<file path="config.mk">
export PLATFORM = sky130hd
export DESIGN_NAME = pipe_pc_ifid_flat
export DESIGN_NICKNAME = d
export VERILOG_FILES = /design/src/rtl/pipe_pc_ifid_if.sv /design/src/rtl/pipe_pc_ifid.sv /design/src/flat_wrapper.sv
export SDC_FILE = /design/constraint.sdc
export NUM_CORES = 1
export LEC_CHECK = 0
export ABC_AREA = 1
export CAP_MARGIN = 20
export CORE_UTILIZATION = 25
export CTS_BUF_LIST = sky130_fd_sc_hd__clkbuf_16
export DETAILED_ROUTE_END_ITERATION = 10
export SETUP_SLACK_MARGIN = 0.05
export SYNTH_ARGS = -nofsm -noshare
export SYNTH_HDL_FRONTEND = slang
export SYNTH_SLANG_ARGS = --single-unit
</file>
<file path="constraint.sdc">
create_clock -name clock -period 3.5 [get_ports clock]
set_input_delay 0.525 -clock clock [delete_from_list [all_inputs] [get_ports clock]]
set_output_delay 0.525 -clock clock [all_outputs]
set_load 0.01 [all_outputs]
</file>
<file path="src/rtl/pipe_pc_ifid_if.sv">
// pipe_pc_ifid_if: fetch-side bus between next-PC logic/imem, the PC + IF/ID registers and ID
interface pipe_pc_ifid_if #(
  parameter int CNT_W = 16
);
  logic [31:0] npc;
  logic [1:0] pcsource;
  logic [31:0] pc4;
  logic [31:0] inst;
  logic wpcir;
  logic halt;
  logic [31:0] pc;
  logic [31:0] dpc4;
  logic [31:0] dinst;
  logic dvalid;
  logic halted;
  logic [CNT_W-1:0] stall_cnt;
  logic [CNT_W-1:0] flush_cnt;
  modport master(
    output npc, pcsource, pc4, inst, wpcir, halt,
    input pc, dpc4, dinst, dvalid, halted, stall_cnt, flush_cnt
  );
  modport slave(
    input npc, pcsource, pc4, inst, wpcir, halt,
    output pc, dpc4, dinst, dvalid, halted, stall_cnt, flush_cnt
  );
endinterface

</file>
<file path="src/rtl/pipe_pc_ifid.sv">
// pipe_pc_ifid: PC register and IF/ID pipeline register with stall, redirect flush, halt and counters
module pipe_pc_ifid #(
  parameter logic [31:0] RESET_PC = 32'h0000_0000,
  parameter int DELAY_SLOT = 1,
  parameter int CNT_W = 16
) (
  input logic clock,
  input logic reset,
  pipe_pc_ifid_if.slave bus
);
  typedef enum logic [1:0] {S_BOOT, S_RUN, S_HALT} state_t;
  state_t state, state_nx;
  logic [31:0] pc_q, dpc4_q, dinst_q;
  logic dvalid_q;
  logic [CNT_W-1:0] stall_q, flush_q;
  logic run, adv, flush, halt_in;
  always_ff @(posedge clock) state <= reset ? S_BOOT : state_nx;
  always_comb begin
    state_nx = state;
    if (state == S_BOOT) state_nx = S_RUN;
    else if (state == S_RUN && bus.halt) state_nx = S_HALT;
  end
  // halt takes priority over the stall, so a halting cycle is neither an advance nor a stall
  assign halt_in = state == S_RUN && bus.halt;
  assign run = state == S_RUN && !bus.halt;
  assign adv = run && bus.wpcir;
  assign flush = adv && bus.pcsource != 2'b00 && DELAY_SLOT == 0;
  always_ff @(posedge clock) begin
    if (reset) begin
      pc_q <= RESET_PC;
      dpc4_q <= '0;
      dinst_q <= '0;
      dvalid_q <= 1'b0;
      stall_q <= '0;
      flush_q <= '0;
    end else begin
      if (adv) begin
        pc_q <= bus.npc & ~32'h3;
        dpc4_q <= bus.pc4;
        dinst_q <= flush ? 32'h0 : bus.inst;
        dvalid_q <= !flush;
      end else if (halt_in) begin
        dinst_q <= '0;
        dvalid_q <= 1'b0;
      end
      if (run && !bus.wpcir && !(&stall_q)) stall_q <= stall_q + 1'b1;
      if (flush && !(&flush_q)) flush_q <= flush_q + 1'b1;
    end
  end
  assign bus.pc = pc_q;
  assign bus.dpc4 = dpc4_q;
  assign bus.dinst = dinst_q;
  assign bus.dvalid = dvalid_q;
  assign bus.halted = state == S_HALT;
  assign bus.stall_cnt = stall_q;
  assign bus.flush_cnt = flush_q;
endmodule
</file>
<file path="src/flat_wrapper.sv">
// flat-port wrapper written by rule: the top's interface ports become plain ports
module pipe_pc_ifid_flat 
#(
  parameter logic [31:0] RESET_PC = 32'h0000_0000,
  parameter int DELAY_SLOT = 1,
  parameter int CNT_W = 16
)
  (clock, reset, bus_npc, bus_pcsource, bus_pc4, bus_inst, bus_wpcir, bus_halt, bus_pc, bus_dpc4, bus_dinst, bus_dvalid, bus_halted, bus_stall_cnt, bus_flush_cnt);
  pipe_pc_ifid_if #(.CNT_W(CNT_W)) bus_i ();
  input logic clock;
  input logic reset;
  input wire logic [$bits(bus_i.npc)-1:0] bus_npc;
  input wire logic [$bits(bus_i.pcsource)-1:0] bus_pcsource;
  input wire logic [$bits(bus_i.pc4)-1:0] bus_pc4;
  input wire logic [$bits(bus_i.inst)-1:0] bus_inst;
  input wire logic [$bits(bus_i.wpcir)-1:0] bus_wpcir;
  input wire logic [$bits(bus_i.halt)-1:0] bus_halt;
  output wire logic [$bits(bus_i.pc)-1:0] bus_pc;
  output wire logic [$bits(bus_i.dpc4)-1:0] bus_dpc4;
  output wire logic [$bits(bus_i.dinst)-1:0] bus_dinst;
  output wire logic [$bits(bus_i.dvalid)-1:0] bus_dvalid;
  output wire logic [$bits(bus_i.halted)-1:0] bus_halted;
  output wire logic [$bits(bus_i.stall_cnt)-1:0] bus_stall_cnt;
  output wire logic [$bits(bus_i.flush_cnt)-1:0] bus_flush_cnt;
  assign bus_i.npc = bus_npc;
  assign bus_i.pcsource = bus_pcsource;
  assign bus_i.pc4 = bus_pc4;
  assign bus_i.inst = bus_inst;
  assign bus_i.wpcir = bus_wpcir;
  assign bus_i.halt = bus_halt;
  assign bus_pc = bus_i.pc;
  assign bus_dpc4 = bus_i.dpc4;
  assign bus_dinst = bus_i.dinst;
  assign bus_dvalid = bus_i.dvalid;
  assign bus_halted = bus_i.halted;
  assign bus_stall_cnt = bus_i.stall_cnt;
  assign bus_flush_cnt = bus_i.flush_cnt;
  pipe_pc_ifid #(.RESET_PC(RESET_PC), .DELAY_SLOT(DELAY_SLOT), .CNT_W(CNT_W)) u_core (.clock(clock), .reset(reset), .bus(bus_i));
endmodule
</file>
# Word level (Yosys, flattened, before mapping)
# Index checks and enable logic that the tools add are counted.
[op_classes]
n_reduce_logical = 13
muxes = 6
eq_ne = 2
n_addsub = 1
[ops]
columns = ["op", "count"]
rows = [
  ["$mux 32", 2],
  ["$add 16x1->16 const B", 1],
  ["$reduce_and 16->1", 1],
  ["$logic_and 1x1->1", 5],
  ["$mux 1", 4],
  ["$reduce_bool 2->1", 2],
  ["$logic_not 1->1", 3],
  ["$eq 2x1->1 const B", 1],
  ["$eq 2x2->1 const B", 1],
  ["$logic_not 2->1", 1],
  ["$reduce_or 2->1", 1],
]
[totals]
regBits = 113

# Longest topological paths before layout
[logic_depth]
depth_word = 4
ltp_mapped = 10
depth_no_buf = 10

# Worst setup path after synthesis
# Ideal clock, no wire load.
[synth_path]
kind = "reg2reg"
from = "register u_core.stall_q[0] (netlist: u_core.bus.stall_cnt[0])"
to = "register u_core.stall_q[6] (netlist: u_core.bus.stall_cnt[6])"
path_stages_with_launch = 8
required_ns = 3.385
arrival_time_ns = 1.299
path_slack_ns = 2.086
period_less_slack_ns = 1.414
cell_sequence = "dfxtp_1 > ha_1 > nand3_1 > nor2_2 > nand2_2 > buf_6 > a21oi_1 > nor2_1"
[synth_between]
elab_chain_cells = 3
word_cells_on_any_way = 4
classes_between = "1 x add/sub; 3 x reduce/logical"
[synth_lines]
columns = ["item", "line_no", "rtl"]
rows = [
  ["from (decl)", "pipe_pc_ifid.sv:15", "logic [CNT_W-1:0] stall_q, flush_q;"],
  ["from (signal assigned)", "pipe_pc_ifid.sv:46", "if (run && !bus.wpcir && !(&stall_q)) stall_q <= stall_q + 1'b1;"],
  ["parallel branches: the longest is 3 deep, another holds $add 16x1->16", "n/a", ""],
]
# Parallel ways; which one is timed is not known.
# A chain may end at the register's enable or synchronous reset.

# Final worst setup path
[layout_path]
from = "input port bus_wpcir"
to = "register u_core.pc_q[15] (netlist: u_core.bus.pc[15])"
[layout_between]
elab_chain_cells = 1
[layout_lines]
columns = ["item", "line_no", "rtl"]
rows = [
  ["from (decl)", "flat_wrapper.sv:16", "input wire logic [$bits(bus_i.wpcir)-1:0] bus_wpcir;"],
  ["$logic_and 1x1->1", "pipe_pc_ifid.sv:26", "assign adv = run && bus.wpcir;"],
  ["to (signal assigned)", "pipe_pc_ifid.sv:38", "pc_q <= bus.npc & ~32'h3;"],
  ["to (decl)", "pipe_pc_ifid.sv:13", "logic [31:0] pc_q, dpc4_q, dinst_q;"],
]
# No other way between the ends.

==> impl_metrics.toml <==
[synth]
yosys.area_share.simple_pct = 27.0
yosys.area.top_type_share_pct = 50.5
synth_area_um2 = 4480
synth.most_common_cell = "nor2_1"
synthMuxAreaShare_pct = 0
synth_common_cells = "157 x nor2_1, 114 x nand2_1, 113 x dfxtp_1, 63 x o21ai_0, 43 x a21oi_1"
ys_seq_elements = 113
synth_area_leaders = "dfxtp_1 50%, nor2_1 13%, nand2_1 9.6%"
synth_top_flop_cell = "dfxtp_1"
ys_seq_area_share_pct = 50.5
yosys_warnings = 0
async_reset_ff_share_pct = 0
synth-edff-count = 0
synth_xor_area_share_pct = 0.195
synth_top_family_by_area = "simple AND/OR/NAND/NOR gates"
yosys.area.top_type = "dfxtp_1"
syn_inst = 602
synth_compound_area_share_pct = 12.6
post_synth_num_cell_types = 24
synth_fa_ha_area_share_pct = 0.279
syn_area_per_cell_um2 = 7.44

[cts]
holdBufCountCts = 0
cts_sinks = 113
clk_pin_slew_ns = 0.05
cts_buffer_depth = 2
cts_resized = 0
postCtsSetupRepairBufs = 0
cts_tree = "yes"
numCtsBuffers = 17
cts-htree-levels = 4
insertion_delay_ns = 0.41
root_buffer = "clkbuf_16"

[place]
hpwl_um = 8410
port_buffers = 209
gp_congestion = 0.785

[timing]
worst_pin_slew_ns = 0.956
fin_crit_sh_pct = 59.3
clock_skew_ns = 0.00531
slew_headroom_pct = 36.3
rsz0062_at_grt = "false"
fin_crit_ns = 2.08
setup_tns_ns = 0
timing.fmax_mhz = 482
slew_viol_final = 0
setup_violations = 0
hold_viol = 0

[routing]
drt_iter0_markers = 258
drt_drc_violations_left = 0
final_antenna_net_count = 0
wl_um = 13100
drt-wirelength-per-cell_um = 12.6
vias = 4364
dr.pass1.iters = 4
drt-vias-per-instance = 4.20

[final_layout]
drive_gt1_share_pct = 6.75
final_core_util_pct = 41.6
syn_to_final_growth_pct = 61.6
num-nets-final = 905
antennaDiodeCount = 0

[global_route]
antenna_found_initial = 0
grt_overflow = 0
grt_max_degree = 95
grtUsageTotal_pct = 14.6
grt_pass1_wl_um = 20700
grt_pass1_vias = 4081

[floorplanning]
ios = 232
die_area_um2 = 18500
fp.dieW_um = 136
core.rowCount = 48
core_region_area_um2 = 17400
dieHeight_um = 136
initial_utilization_pct = 25.7

[worst_hold_path]
hp-class = "reg2reg"

[worst_setup_path]
crit_type = "in2reg"
cp.arrival_ns = 2.41
cp_data_required_time_ns = 3.83
critical_path_peak_fanout = 94
end_kind = "flop"
critPathLaunchType = "primary input"

[job]
drv_cap = 0

[power_and_ir_drop]
vdd_ir_drop_max_v = 0.000313
p_leak_nw = 2.85
power.density_nw_per_um2 = 490

[run_status]
status = "finished, final reports clean"
-- worst max-delay path: stages --
cell	delay, ns
clkdlybuf4s50_1	0.55
inv_1	0.12
nor2_4	0.13
buf_4	0.70
o21ai_0	0.15
nor2_1	0.15
-- where the power goes --
part | leakage (nW) | switching, W | internal [W]
registers | 0.918 | 0.0000275 | 0.00134
clock network | 0.294 | 0.000618 | 0.00117
logic | 1.63 | 0.000171 | 0.000217
total | 2.85 | 0.000817 | 0.00273
-- registers in the layout, indices dropped and copies added, names as in the netlist --
| register | count |
|---|---|
| u_core.bus.dinst | 32 |
| u_core.bus.dpc4 | 32 |
| u_core.bus.pc | 30 |
| u_core.bus.stall_cnt | 16 |
| u_core.state | 2 |
| u_core.bus.dvalid | 1 |
-- routing by layer --
layer | part of all wire [%] | vias up | global-route usage [%] | routed length, um
met3 | 8.6 | 18 | 6.19 | 1130
met4 | 1.9 | 0 | 6.23 | 245
met1 | 45 | 1917 | 17.6 | 5940
li1 | - | 2274 | - | -
met2 | 44 | 155 | 22.6 | 5820
met5 | 0 | - | 0 | 0
-- layout make-up --
type	count	area (um^2)
clock buffers	17	425
clock inverters	15	174
fillers	1759	10200
inverters	23	86.3
multi-input cells	433	1870
flip-flops and latches	113	2260
well taps	225	282
repair buffers	214	2140
-- stage by stage --
step | total power (W) | setup WS [ns] | hold slack (ns) | area [um^2] | instances
detailed placement | 0.00179 | 1.01 | 0.454 | 6640 | 1008
global placement | 0.00179 | 1.00 | 0.449 | 6640 | 1008
CTS | 0.00361 | 1.41 | 0.463 | 7240 | 1040
global route | 0.00370 | 1.21 | 0.475 | 7240 | 1040
finish | 0.00355 | 1.43 | 0.461 | 7240 | 1040
floorplan | 0.00156 | 2.09 | 0.484 | 4540 | 619
-- worst paths after layout --
| path | slack (ns) | to | from | depth (start not counted) |
|---|---|---|---|---|
| worst min-delay path | 0.46 | u_core.bus.dinst[0] | u_core.bus.dinst[0] | 2 |
| worst min register to register | 0.46 | u_core.bus.dinst[0] | u_core.bus.dinst[0] | 2 |
| worst max register to register | 1.71 | u_core.bus.pc[15] | u_core.state[0] | 5 |
| worst max-delay path | 1.43 | u_core.bus.pc[15] | bus_wpcir | 6 |
-- cell usage in the layout, fill, tap and decap left out, drive strengths merged --
| cell type | n |
|---|---|
| a31oi | 1 |
| clkinv | 8 |
| buf | 5 |
| ha | 1 |
| clkbuf | 17 |
| dfxtp | 113 |
| nand4 | 1 |
| conb | 18 |
| nor2 | 168 |
| nand3b | 1 |
| a21oi | 44 |
| nand2 | 115 |
| clkinvlp | 2 |
| xnor2 | 1 |
| nand3 | 16 |
| inv | 24 |
| clkdlybuf4s50 | 209 |
| o21ai | 67 |
| bufinv | 4 |
-- cells by family after synthesis --
kind of cell	after synthesis
xor gates and xnor gates	1
other	1
DFF	113
adders and majority gates	1
and+or+nand+nor	301
buffers and inverters	73
AOI/OAI and AO/OA	112
Power figures use the tool's default switching activity.
